==> config.mk <==
export PLATFORM = sky130hd
export DESIGN_NAME = id_ex_pipe_reg_flat
export DESIGN_NICKNAME = d
export VERILOG_FILES = /design/src/rtl/id_ex_pipe_reg_if.sv /design/src/rtl/id_ex_pipe_reg.sv /design/src/flat_wrapper.sv
export SDC_FILE = /design/constraint.sdc
export NUM_CORES = 1
export LEC_CHECK = 0
export CORE_MARGIN = 2
export CORE_UTILIZATION = 50
export CTS_CLUSTER_DIAMETER = 200
export DETAILED_ROUTE_END_ITERATION = 8
export PLACE_DENSITY_LB_ADDON = 0.15
export REMOVE_ABC_BUFFERS = 1
export SLEW_MARGIN = 20
export SYNTH_ARGS = -nofsm -noshare
export SYNTH_HDL_FRONTEND = slang
export SYNTH_SLANG_ARGS = --single-unit
export TNS_END_PERCENT = 1
==> constraint.sdc <==
create_clock -name Clk -period 2.55 [get_ports Clk]
set_input_delay 0.3825 -clock Clk [delete_from_list [all_inputs] [get_ports Clk]]
set_output_delay 0.3825 -clock Clk [all_outputs]
set_load 0.01 [all_outputs]
==> src/rtl/id_ex_pipe_reg_if.sv <==
// ID/EX stage bundle: decode-side handshake and payload in, execute-side handshake and payload out.
// The pipeline register itself attaches through the slave modport.
interface id_ex_pipe_reg_if #(
    parameter int DATA_W  = 32,
    parameter int ALUOP_W = 5,
    parameter int CNT_W   = 16
);
    logic               Flush;
    logic               ID_Valid;
    logic               ID_Ready;
    logic [DATA_W-1:0]  InstructionIn;
    logic [DATA_W-1:0]  PCResultIn;
    logic [DATA_W-1:0]  ReadData1In;
    logic [DATA_W-1:0]  ReadData2In;
    logic [DATA_W-1:0]  SignExtendOutIn;
    logic [ALUOP_W-1:0] ALUInstructionIn;
    logic               RegWriteIn;
    logic               RegDstIn;
    logic               InputA_MuxSignalIn;
    logic               InputB_MuxSignalIn;
    logic               EX_Valid;
    logic               EX_Ready;
    logic [DATA_W-1:0]  EX_Instruction;
    logic [DATA_W-1:0]  EX_PCResult;
    logic [DATA_W-1:0]  EX_ReadData1;
    logic [DATA_W-1:0]  EX_ReadData2;
    logic [DATA_W-1:0]  EX_SignExtendOut;
    logic [ALUOP_W-1:0] EX_ALUInstruction;
    logic               EX_RegWrite;
    logic               EX_RegDst;
    logic               EX_InputA_MuxSignal;
    logic               EX_InputB_MuxSignal;
    logic [CNT_W-1:0]   EX_StallCount;

    modport master (
        output Flush, ID_Valid, InstructionIn, PCResultIn, ReadData1In, ReadData2In,
               SignExtendOutIn, ALUInstructionIn, RegWriteIn, RegDstIn,
               InputA_MuxSignalIn, InputB_MuxSignalIn, EX_Ready,
        input  ID_Ready, EX_Valid, EX_Instruction, EX_PCResult, EX_ReadData1, EX_ReadData2,
               EX_SignExtendOut, EX_ALUInstruction, EX_RegWrite, EX_RegDst,
               EX_InputA_MuxSignal, EX_InputB_MuxSignal, EX_StallCount
    );

    modport slave (
        input  Flush, ID_Valid, InstructionIn, PCResultIn, ReadData1In, ReadData2In,
               SignExtendOutIn, ALUInstructionIn, RegWriteIn, RegDstIn,
               InputA_MuxSignalIn, InputB_MuxSignalIn, EX_Ready,
        output ID_Ready, EX_Valid, EX_Instruction, EX_PCResult, EX_ReadData1, EX_ReadData2,
               EX_SignExtendOut, EX_ALUInstruction, EX_RegWrite, EX_RegDst,
               EX_InputA_MuxSignal, EX_InputB_MuxSignal, EX_StallCount
    );
endinterface

==> src/rtl/id_ex_pipe_reg.sv <==
// ID/EX pipeline register with valid/ready handshake, two-entry skid buffer (main + skid),
// flush-driven bubble injection and a saturating stall counter.
module id_ex_pipe_reg #(
    parameter int DATA_W  = 32,
    parameter int ALUOP_W = 5,
    parameter int CNT_W   = 16
) (
    input  logic              Clk,
    input  logic              Reset,
    id_ex_pipe_reg_if.slave   Bus
);

    typedef struct packed {
        logic [DATA_W-1:0]  instruction;
        logic [DATA_W-1:0]  pcResult;
        logic [DATA_W-1:0]  readData1;
        logic [DATA_W-1:0]  readData2;
        logic [DATA_W-1:0]  signExtendOut;
        logic [ALUOP_W-1:0] aluInstruction;
        logic               regWrite;
        logic               regDst;
        logic               inputAMux;
        logic               inputBMux;
    } bundle_t;

    localparam int               BUNDLE_W = $bits(bundle_t);
    localparam logic [CNT_W-1:0] CNT_MAX  = {CNT_W{1'b1}};
    localparam logic [CNT_W-1:0] CNT_ONE  = {{(CNT_W-1){1'b0}}, 1'b1};

    logic       mValid_r;
    logic       sValid_r;
    bundle_t    mData_r;
    bundle_t    sData_r;
    logic [CNT_W-1:0] stallCnt_r;

    bundle_t    inBundle_s;
    logic       idReady_s;
    logic       accept_s;
    logic       drain_s;
    logic       mFree_s;

    assign inBundle_s.instruction    = Bus.InstructionIn;
    assign inBundle_s.pcResult       = Bus.PCResultIn;
    assign inBundle_s.readData1      = Bus.ReadData1In;
    assign inBundle_s.readData2      = Bus.ReadData2In;
    assign inBundle_s.signExtendOut  = Bus.SignExtendOutIn;
    assign inBundle_s.aluInstruction = Bus.ALUInstructionIn;
    assign inBundle_s.regWrite       = Bus.RegWriteIn;
    assign inBundle_s.regDst         = Bus.RegDstIn;
    assign inBundle_s.inputAMux      = Bus.InputA_MuxSignalIn;
    assign inBundle_s.inputBMux      = Bus.InputB_MuxSignalIn;

    // Ready depends only on the skid flag, never on EX_Ready, to break the back-pressure path.
    assign idReady_s = ~sValid_r & ~Reset;
    assign accept_s  = Bus.ID_Valid & idReady_s;
    assign drain_s   = mValid_r & Bus.EX_Ready;
    assign mFree_s   = ~mValid_r | drain_s;

    // Main/skid entry update: reset, then flush, then skid-to-main refill, then capture.
    always_ff @(posedge Clk) begin
        if (Reset) begin
            mValid_r <= 1'b0;
            sValid_r <= 1'b0;
            mData_r  <= bundle_t'({BUNDLE_W{1'b0}});
            sData_r  <= bundle_t'({BUNDLE_W{1'b0}});
        end else if (Bus.Flush) begin
            mValid_r <= 1'b0;
            sValid_r <= 1'b0;
        end else if (mFree_s && sValid_r) begin
            mValid_r <= 1'b1;
            mData_r  <= sData_r;
            sValid_r <= 1'b0;
        end else if (mFree_s) begin
            mValid_r <= accept_s;
            if (accept_s) begin
                mData_r <= inBundle_s;
            end else begin
                mData_r <= mData_r;
            end
        end else if (accept_s) begin
            sValid_r <= 1'b1;
            sData_r  <= inBundle_s;
        end else begin
            mValid_r <= mValid_r;
            sValid_r <= sValid_r;
        end
    end

    // Stall counter: cycles the execute side refuses a valid bundle, saturating at all-ones.
    always_ff @(posedge Clk) begin
        if (Reset) begin
            stallCnt_r <= {CNT_W{1'b0}};
        end else if (mValid_r && !Bus.EX_Ready && !Bus.Flush && (stallCnt_r != CNT_MAX)) begin
            stallCnt_r <= stallCnt_r + CNT_ONE;
        end else begin
            stallCnt_r <= stallCnt_r;
        end
    end

    assign Bus.ID_Ready            = idReady_s;
    assign Bus.EX_Valid            = mValid_r;
    assign Bus.EX_Instruction      = mData_r.instruction;
    assign Bus.EX_PCResult         = mData_r.pcResult;
    assign Bus.EX_ReadData1        = mData_r.readData1;
    assign Bus.EX_ReadData2        = mData_r.readData2;
    assign Bus.EX_SignExtendOut    = mData_r.signExtendOut;
    assign Bus.EX_ALUInstruction   = mData_r.aluInstruction;
    // Control bits are forced low in a bubble so a stale entry can never write back.
    assign Bus.EX_RegWrite         = mData_r.regWrite  & mValid_r;
    assign Bus.EX_RegDst           = mData_r.regDst    & mValid_r;
    assign Bus.EX_InputA_MuxSignal = mData_r.inputAMux & mValid_r;
    assign Bus.EX_InputB_MuxSignal = mData_r.inputBMux & mValid_r;
    assign Bus.EX_StallCount       = stallCnt_r;

endmodule

==> src/flat_wrapper.sv <==
// flat-port wrapper written by rule: the top's interface ports become plain ports
module id_ex_pipe_reg_flat 
#(
    parameter int DATA_W  = 32,
    parameter int ALUOP_W = 5,
    parameter int CNT_W   = 16
)
  (Clk, Reset, Bus_Flush, Bus_ID_Valid, Bus_InstructionIn, Bus_PCResultIn, Bus_ReadData1In, Bus_ReadData2In, Bus_SignExtendOutIn, Bus_ALUInstructionIn, Bus_RegWriteIn, Bus_RegDstIn, Bus_InputA_MuxSignalIn, Bus_InputB_MuxSignalIn, Bus_EX_Ready, Bus_ID_Ready, Bus_EX_Valid, Bus_EX_Instruction, Bus_EX_PCResult, Bus_EX_ReadData1, Bus_EX_ReadData2, Bus_EX_SignExtendOut, Bus_EX_ALUInstruction, Bus_EX_RegWrite, Bus_EX_RegDst, Bus_EX_InputA_MuxSignal, Bus_EX_InputB_MuxSignal, Bus_EX_StallCount);
  id_ex_pipe_reg_if #(.DATA_W(DATA_W), .ALUOP_W(ALUOP_W), .CNT_W(CNT_W)) Bus_i ();
  input  logic Clk;
  input  logic Reset;
  input wire logic [$bits(Bus_i.Flush)-1:0] Bus_Flush;
  input wire logic [$bits(Bus_i.ID_Valid)-1:0] Bus_ID_Valid;
  input wire logic [$bits(Bus_i.InstructionIn)-1:0] Bus_InstructionIn;
  input wire logic [$bits(Bus_i.PCResultIn)-1:0] Bus_PCResultIn;
  input wire logic [$bits(Bus_i.ReadData1In)-1:0] Bus_ReadData1In;
  input wire logic [$bits(Bus_i.ReadData2In)-1:0] Bus_ReadData2In;
  input wire logic [$bits(Bus_i.SignExtendOutIn)-1:0] Bus_SignExtendOutIn;
  input wire logic [$bits(Bus_i.ALUInstructionIn)-1:0] Bus_ALUInstructionIn;
  input wire logic [$bits(Bus_i.RegWriteIn)-1:0] Bus_RegWriteIn;
  input wire logic [$bits(Bus_i.RegDstIn)-1:0] Bus_RegDstIn;
  input wire logic [$bits(Bus_i.InputA_MuxSignalIn)-1:0] Bus_InputA_MuxSignalIn;
  input wire logic [$bits(Bus_i.InputB_MuxSignalIn)-1:0] Bus_InputB_MuxSignalIn;
  input wire logic [$bits(Bus_i.EX_Ready)-1:0] Bus_EX_Ready;
  output wire logic [$bits(Bus_i.ID_Ready)-1:0] Bus_ID_Ready;
  output wire logic [$bits(Bus_i.EX_Valid)-1:0] Bus_EX_Valid;
  output wire logic [$bits(Bus_i.EX_Instruction)-1:0] Bus_EX_Instruction;
  output wire logic [$bits(Bus_i.EX_PCResult)-1:0] Bus_EX_PCResult;
  output wire logic [$bits(Bus_i.EX_ReadData1)-1:0] Bus_EX_ReadData1;
  output wire logic [$bits(Bus_i.EX_ReadData2)-1:0] Bus_EX_ReadData2;
  output wire logic [$bits(Bus_i.EX_SignExtendOut)-1:0] Bus_EX_SignExtendOut;
  output wire logic [$bits(Bus_i.EX_ALUInstruction)-1:0] Bus_EX_ALUInstruction;
  output wire logic [$bits(Bus_i.EX_RegWrite)-1:0] Bus_EX_RegWrite;
  output wire logic [$bits(Bus_i.EX_RegDst)-1:0] Bus_EX_RegDst;
  output wire logic [$bits(Bus_i.EX_InputA_MuxSignal)-1:0] Bus_EX_InputA_MuxSignal;
  output wire logic [$bits(Bus_i.EX_InputB_MuxSignal)-1:0] Bus_EX_InputB_MuxSignal;
  output wire logic [$bits(Bus_i.EX_StallCount)-1:0] Bus_EX_StallCount;
  assign Bus_i.Flush = Bus_Flush;
  assign Bus_i.ID_Valid = Bus_ID_Valid;
  assign Bus_i.InstructionIn = Bus_InstructionIn;
  assign Bus_i.PCResultIn = Bus_PCResultIn;
  assign Bus_i.ReadData1In = Bus_ReadData1In;
  assign Bus_i.ReadData2In = Bus_ReadData2In;
  assign Bus_i.SignExtendOutIn = Bus_SignExtendOutIn;
  assign Bus_i.ALUInstructionIn = Bus_ALUInstructionIn;
  assign Bus_i.RegWriteIn = Bus_RegWriteIn;
  assign Bus_i.RegDstIn = Bus_RegDstIn;
  assign Bus_i.InputA_MuxSignalIn = Bus_InputA_MuxSignalIn;
  assign Bus_i.InputB_MuxSignalIn = Bus_InputB_MuxSignalIn;
  assign Bus_i.EX_Ready = Bus_EX_Ready;
  assign Bus_ID_Ready = Bus_i.ID_Ready;
  assign Bus_EX_Valid = Bus_i.EX_Valid;
  assign Bus_EX_Instruction = Bus_i.EX_Instruction;
  assign Bus_EX_PCResult = Bus_i.EX_PCResult;
  assign Bus_EX_ReadData1 = Bus_i.EX_ReadData1;
  assign Bus_EX_ReadData2 = Bus_i.EX_ReadData2;
  assign Bus_EX_SignExtendOut = Bus_i.EX_SignExtendOut;
  assign Bus_EX_ALUInstruction = Bus_i.EX_ALUInstruction;
  assign Bus_EX_RegWrite = Bus_i.EX_RegWrite;
  assign Bus_EX_RegDst = Bus_i.EX_RegDst;
  assign Bus_EX_InputA_MuxSignal = Bus_i.EX_InputA_MuxSignal;
  assign Bus_EX_InputB_MuxSignal = Bus_i.EX_InputB_MuxSignal;
  assign Bus_EX_StallCount = Bus_i.EX_StallCount;
  id_ex_pipe_reg #(.DATA_W(DATA_W), .ALUOP_W(ALUOP_W), .CNT_W(CNT_W)) u_core (.Clk(Clk), .Reset(Reset), .Bus(Bus_i));
endmodule
# Yosys cells after proc, flatten, opt, wreduce, memory -nomap -nowiden
# Cells that the tools add are included.
dict set report totals {
  register_bits 356
  word_cells 57
}
dict set report op_classes {
  addsub 1
  n_mux 5
  eq_ne 1
  bitwise_logic 14
  n_reduce_logical 13
}
# op count
set ops {}
lappend ops {{169-bit 2-to-1 mux} 3}
lappend ops {{16-bit by 1-bit adder with 16-bit output (second input constant)} 1}
lappend ops {{16-bit != test (second input constant)} 1}
lappend ops {{1-bit AND} 7}
lappend ops {{1-bit NOT} 6}
lappend ops {{1-bit logical AND} 4}
lappend ops {{4-bit AND reduction} 1}
lappend ops {{2-bit nonzero test} 2}
lappend ops {{3-bit AND reduction} 1}
lappend ops {{3-bit OR reduction} 1}
lappend ops {{1-bit zero test} 2}
lappend ops {{1-bit 2-to-1 mux} 2}
lappend ops {{2-bit AND reduction} 1}
lappend ops {{2-bit OR reduction} 1}
lappend ops {{1-bit bitwise OR} 1}

# Longest topological paths before layout
dict set report depth {
  depth_word 6
  depth_mapped 7
}

# Least setup slack after synthesis
# Ideal clock, no wire load.
dict set report synth_timing {
  path_type {flip-flop to flip-flop}
  start {reg u_core.mValid_r (netlist: u_core.Bus.EX_Valid)}
  end {reg u_core.stallCnt_r[13] (netlist: u_core.Bus.EX_StallCount[13])}
  path_stages_with_launch 6
  period_less_slack_ns 2.205
  setup_slack_ns 0.345
  path_buffers 1
  arrival_time_ns 2.082
  setup_ns 0.123
  cell_sequence {dfxtp_1 or3b_4 or4b_1 buf_2 nor4_1 mux2_1}
}
dict set report synth_between {
  elab_chain_cells 3
}
# element line
set synth_lines {}
lappend synth_lines {{from (decl)} id_ex_pipe_reg.sv:30} ;# logic mValid_r;
lappend synth_lines {{from (signal assigned)} id_ex_pipe_reg.sv:74} ;# mValid_r <= accept_s;
lappend synth_lines {{from (signal assigned)} id_ex_pipe_reg.sv:84} ;# mValid_r <= mValid_r;
lappend synth_lines {{1-bit logical AND (3 in a row)} id_ex_pipe_reg.sv:93} ;# end else if (mValid_r && !Bus.EX_Ready && !Bus.Flush && (stallCnt_r != CNT_MAX)) begin
lappend synth_lines {{to (signal assigned)} id_ex_pipe_reg.sv:92} ;# stallCnt_r <= {CNT_W{1'b0}};
lappend synth_lines {{to (signal assigned)} id_ex_pipe_reg.sv:94} ;# stallCnt_r <= stallCnt_r + CNT_ONE;
lappend synth_lines {{to (signal assigned)} id_ex_pipe_reg.sv:96} ;# stallCnt_r <= stallCnt_r;
lappend synth_lines {{to (decl)} id_ex_pipe_reg.sv:34} ;# logic [CNT_W-1:0] stallCnt_r;
# No other way between the ends.
# A chain may end at the register's enable or synchronous reset.

# Worst setup path in the final report
dict set report layout_timing {
  start {in Bus_Flush}
  end {reg u_core.stallCnt_r[13] (netlist: u_core.Bus.EX_StallCount[13])}
}
dict set report layout_between {
  elab_chain_cells 3
}
# element line
set layout_lines {}
lappend layout_lines {{from (decl)} flat_wrapper.sv:12} ;# input wire logic [$bits(Bus_i.Flush)-1:0] Bus_Flush;
lappend layout_lines {{1-bit zero test} id_ex_pipe_reg.sv:93}
lappend layout_lines {{1-bit logical AND (2 in a row)} id_ex_pipe_reg.sv:93}
# No other way between the ends.

==> key figures <==
Global route
  • Antenna violations before repair: 3
  • GRT Util Overall: 0.226
  • Number of global-route vias before repair: 11153
  • Total congestion overflow: 0
  • Largest net degree at the start of global routing: approximately 110
  • Wire length of the first global-routing pass: roughly 58000 µm

Clock network
  • Count of hold-fix buffers inserted at cts: 0
  • CTS Buffer Depth: 3
  • Clock-pin transition on the worst setup and hold timing paths: roughly 0.060 ns
  • CTS sink cnt: approximately 360
  • Library cell used as clock root buffer: clkbuf_16
  • Post-CTS Setup Repair Bufs: 0
  • Count of instances resized after the clock tree is built: 0
  • Clock insertion delay at the later pin of the skew report: a little over 0.5 ns
  • Total CTS buffers: 39
  • TritonCTS clock tree: built
  • Clock H-tree levels: 2

Setup path
  • Ordered cell list for the critical path: clkdlybuf4s50_1 > or3b_4 > or4b_1 > nor4_1 > mux2_1
  • Count of buffering cells on the critical path with inverters included: 1
  • CP endpoint kind: flop
  • Biggest fanout along the worst timing path: 4
  • Worst endpoint required time: roughly 2.9 ns
  • Crit path max-delay cell type: or4b_1
  • Startpoint type of the worst setup path: input port
  • Classification of the worst setup path: input port to flop
  • Longest individual stage delay on the worst path: roughly 0.6 ns
  • Critical Path AT: ~2.5 ns
  • Crit path max-delay family: simple AND/OR/NAND/NOR gates

Power
  • Part of the power in combinational logic: 0.098
  • Sum of internal, switching and leakage power: between 10 and 15 mW
  • Internal: just under 10 mW
  • Sw frac: 0.223
  • Leakage power of the design: between 7 and 8 nW
  • Fraction of power consumed by the clock network: 0.437
  • Flop pwr share: 0.465
  • Reported net switching power: approximately 2.8 mW
  • Largest vdd supply drop: ~0.48 mV
  • Total power per unit cell area: roughly 640 nW/µm²

Place
  • Final estimated routing congestion in global placement: 0.786
  • Worst setup slack after placement: -0.0514 ns
  • IO Port Bufs: 360
  • Post-placement cell area: between 15000 and 20000 µm²
  • HPWL after detailed placement: roughly 25000 µm

Cells and area
  • Area overhead of the layout relative to synthesis: 28.2%
  • Total of fill cells in the finished design: 2447
  • Post-route cell area: 19500 µm²
  • Proportion of layout cells with a drive suffix above 1: 0.0581
  • Final net count: 2097

Drt
  • Routed vias: 12168
  • 1st-iter DRT viols: between 600 and 700
  • Routed length per placed instance: 16.0 µm
  • Total Routed Length: 37400 µm
  • Remaining DRCs: 0
  • Post-DRT Antenna Nets: 0
  • First-pass iteration count of the detailed router: 5
  • Detail-routed via count per cell: 5.21

Yosys
  • Gate count after technology mapping: 1771
  • Count of different cell masters after synthesis: 37
  • Number of synthesized flops with an enable pin: 0
  • FF+latch count, synth: around 360
  • Share of synthesized area occupied by flip-flops and latches: 0.468
  • Synth top area cells: dfxtp_1 (47%), mux2i_1 (11%), nand2_1 (8.6%), a211oi_1 (8.4%), buf_4 (8.1%)
  • Mapped cell area: roughly 15000 µm²
  • Post-synthesis area per instance: 8.60 µm²
  • Most used flip-flop cell after synthesis: dfxtp_1
  • Count of yosys warnings during synthesis: 0
  • Top cell type's share of synthesized area: 0.468
  • Async SR Flop Fraction: 0
  • Cell type contributing the most total cell area after synthesis: dfxtp_1

STA
  • Unrepaired setup endpoints after global routing: false
  • Slew @ Worst Pin: roughly 0.76 ns
  • Number of pins with negative max-slew slack in the final report: 0
  • Worst relative slew slack: 0.493
  • Part of the cycle the worst path needs: 0.822
  • Number of endpoints with negative hold slack in the final report: 0
  • Hold WS: slightly above 0.2 ns
  • Post-route setup slack: 0.455 ns
  • Final count of negative-setup-slack endpoints: 0
  • Maximum clock frequency: ~480 MHz
  • Clock period minus worst slack: ~2.1 ns
  • Worst setup skew after layout: 0.0125 ns

Floorplan
  • Die height: about 180 µm
  • Core area: about 30000 µm²
  • Num rows: 63
  • Effective utilization at floorplan: 0.511
  • Chip Width: ~180 µm
  • Total Die Area: between 30000 and 40000 µm²
  • I/O pin total: between 300 and 400

Outcome
  • Result of the run: complete, no violations

Hold path
  • Path type of the worst min-delay path: input port to flop

Run
  • Max capacitance violation total: 0
[stage by stage]
stage | instances | TNS (ns) | utilization
2_1_floorplan | 1471 | -1591.96 | -
3_3_place_gp | 2271 | -0.00585 | 0.613
3_5_place_dp | 2271 | -0.0514 | 0.613
4_1_cts | 2335 | 0 | 0.655
5_1_grt | 2336 | 0 | 0.655
6_report | 2336 | 0 | 0.655
[worst register-to-register path, cell delays in order, from the launching register on]
cell and delay [ns]:
dfxtp_1 0.33, or3b_4 0.38, or4b_1 0.60, nor4_1 0.31
mux2_1 0.36
[flip-flops by register name, indices dropped and copies added, names as in the netlist]
name and flops:
u_core.mData_r 4, u_core.Bus.EX_ReadData1 32, u_core.Bus.EX_Valid 1, u_core.sData_r 169
u_core.Bus.EX_PCResult 32, u_core.Bus.EX_SignExtendOut 32, u_core.Bus.EX_ALUInstruction 5, u_core.sValid_r 1
u_core.Bus.EX_StallCount 16, u_core.Bus.EX_ReadData2 32, u_core.Bus.EX_Instruction 32
[power groups by stage]
stage	logic (mW)	clock network [mW]	registers [mW]
floorplan	0.400	0	5.98
finish	1.22	5.47	5.81
CTS	1.23	5.58	5.81
global route	1.32	5.83	5.82
global placement	1.21	0	5.93
detailed placement	1.22	0	5.93
[synth_stat cells, types with 2 or more instances]
library cell	number
nor4_1	3
nand2_1	348
buf_2	15
or4_1	3
mux2i_1	170
or3_1	3
o21ai_0	3
nor2_1	179
buf_4	165
o31ai_1	3
nand3_1	6
buf_1	18
mux2_1	5
a211oi_1	171
nor3_1	5
a21oi_1	176
and2_1	6
a31oi_1	3
o311ai_1	2
dfxtp_1	356
clkbuf_1	102
nand4_1	3
o41ai_1	2
nor2b_1	5
inv_1	7
[cell families after synthesis]
logic type	after synthesis	synth area share
AND/OR/NAND/NOR	570	0.149
AO/OA/AOI/OAI	362	0.149
flip-flops	356	0.468
buffers and inverters	307	0.118
multiplexers	175	0.115
adder cells (fa/ha/maj)	1	0.000822
[worst paths after layout]
check / slack [ns] / depth (start not counted) / end / start
worst max-delay path: 0.46 / 5 / u_core.Bus.EX_StallCount[13]$_SDFFE_PP0P_ / Bus_Flush
worst min-delay path: 0.21 / 2 / u_core.sData_r[130]$_SDFFE_PP0P_ / Reset
worst max register to register: 0.46 / 4 / u_core.Bus.EX_StallCount[13]$_SDFFE_PP0P_ / u_core.Bus.EX_Valid$_SDFFE_PP0P_
worst min register to register: 0.45 / 2 / u_core.sData_r[56]$_SDFFE_PP0P_ / u_core.sData_r[56]$_SDFFE_PP0P_
[cell type report]
cell class                      instances  area [µm²]  share of cell area
Tap cell                              390         488              0.0250
Sequential cell                       356        7130               0.365
Clock buffer                           54        1140              0.0587
Antenna cell                            1        2.50            0.000128
Clock inverter                         10         100             0.00513
Timing Repair Buffer                  410        4300               0.220
Multi-Input combinational cell       1108        6330               0.324
Inverter                                7        26.3             0.00135
[metal layers]
metal  GRT usage  up-vias  part of all wire
li1            -     6178                 -
met2       0.373      350              0.48
met3      0.0678       48             0.083
met1       0.287     5590              0.42
met4      0.0562        2             0.019
met5           0        -           0.00035
[cell usage in the layout, fill, tap and decap left out, drive strengths merged, types with 6 or more instances in the layout]
cell type	n
nand2	348
a21oi	176
dfxtp	356
a211oi	171
clkbuf	54
nand3	6
nor2	179
mux2i	170
buf	51
clkinv	8
clkdlybuf4s50	359
inv	7
and2	6
(Power assumes the default switching activity.)
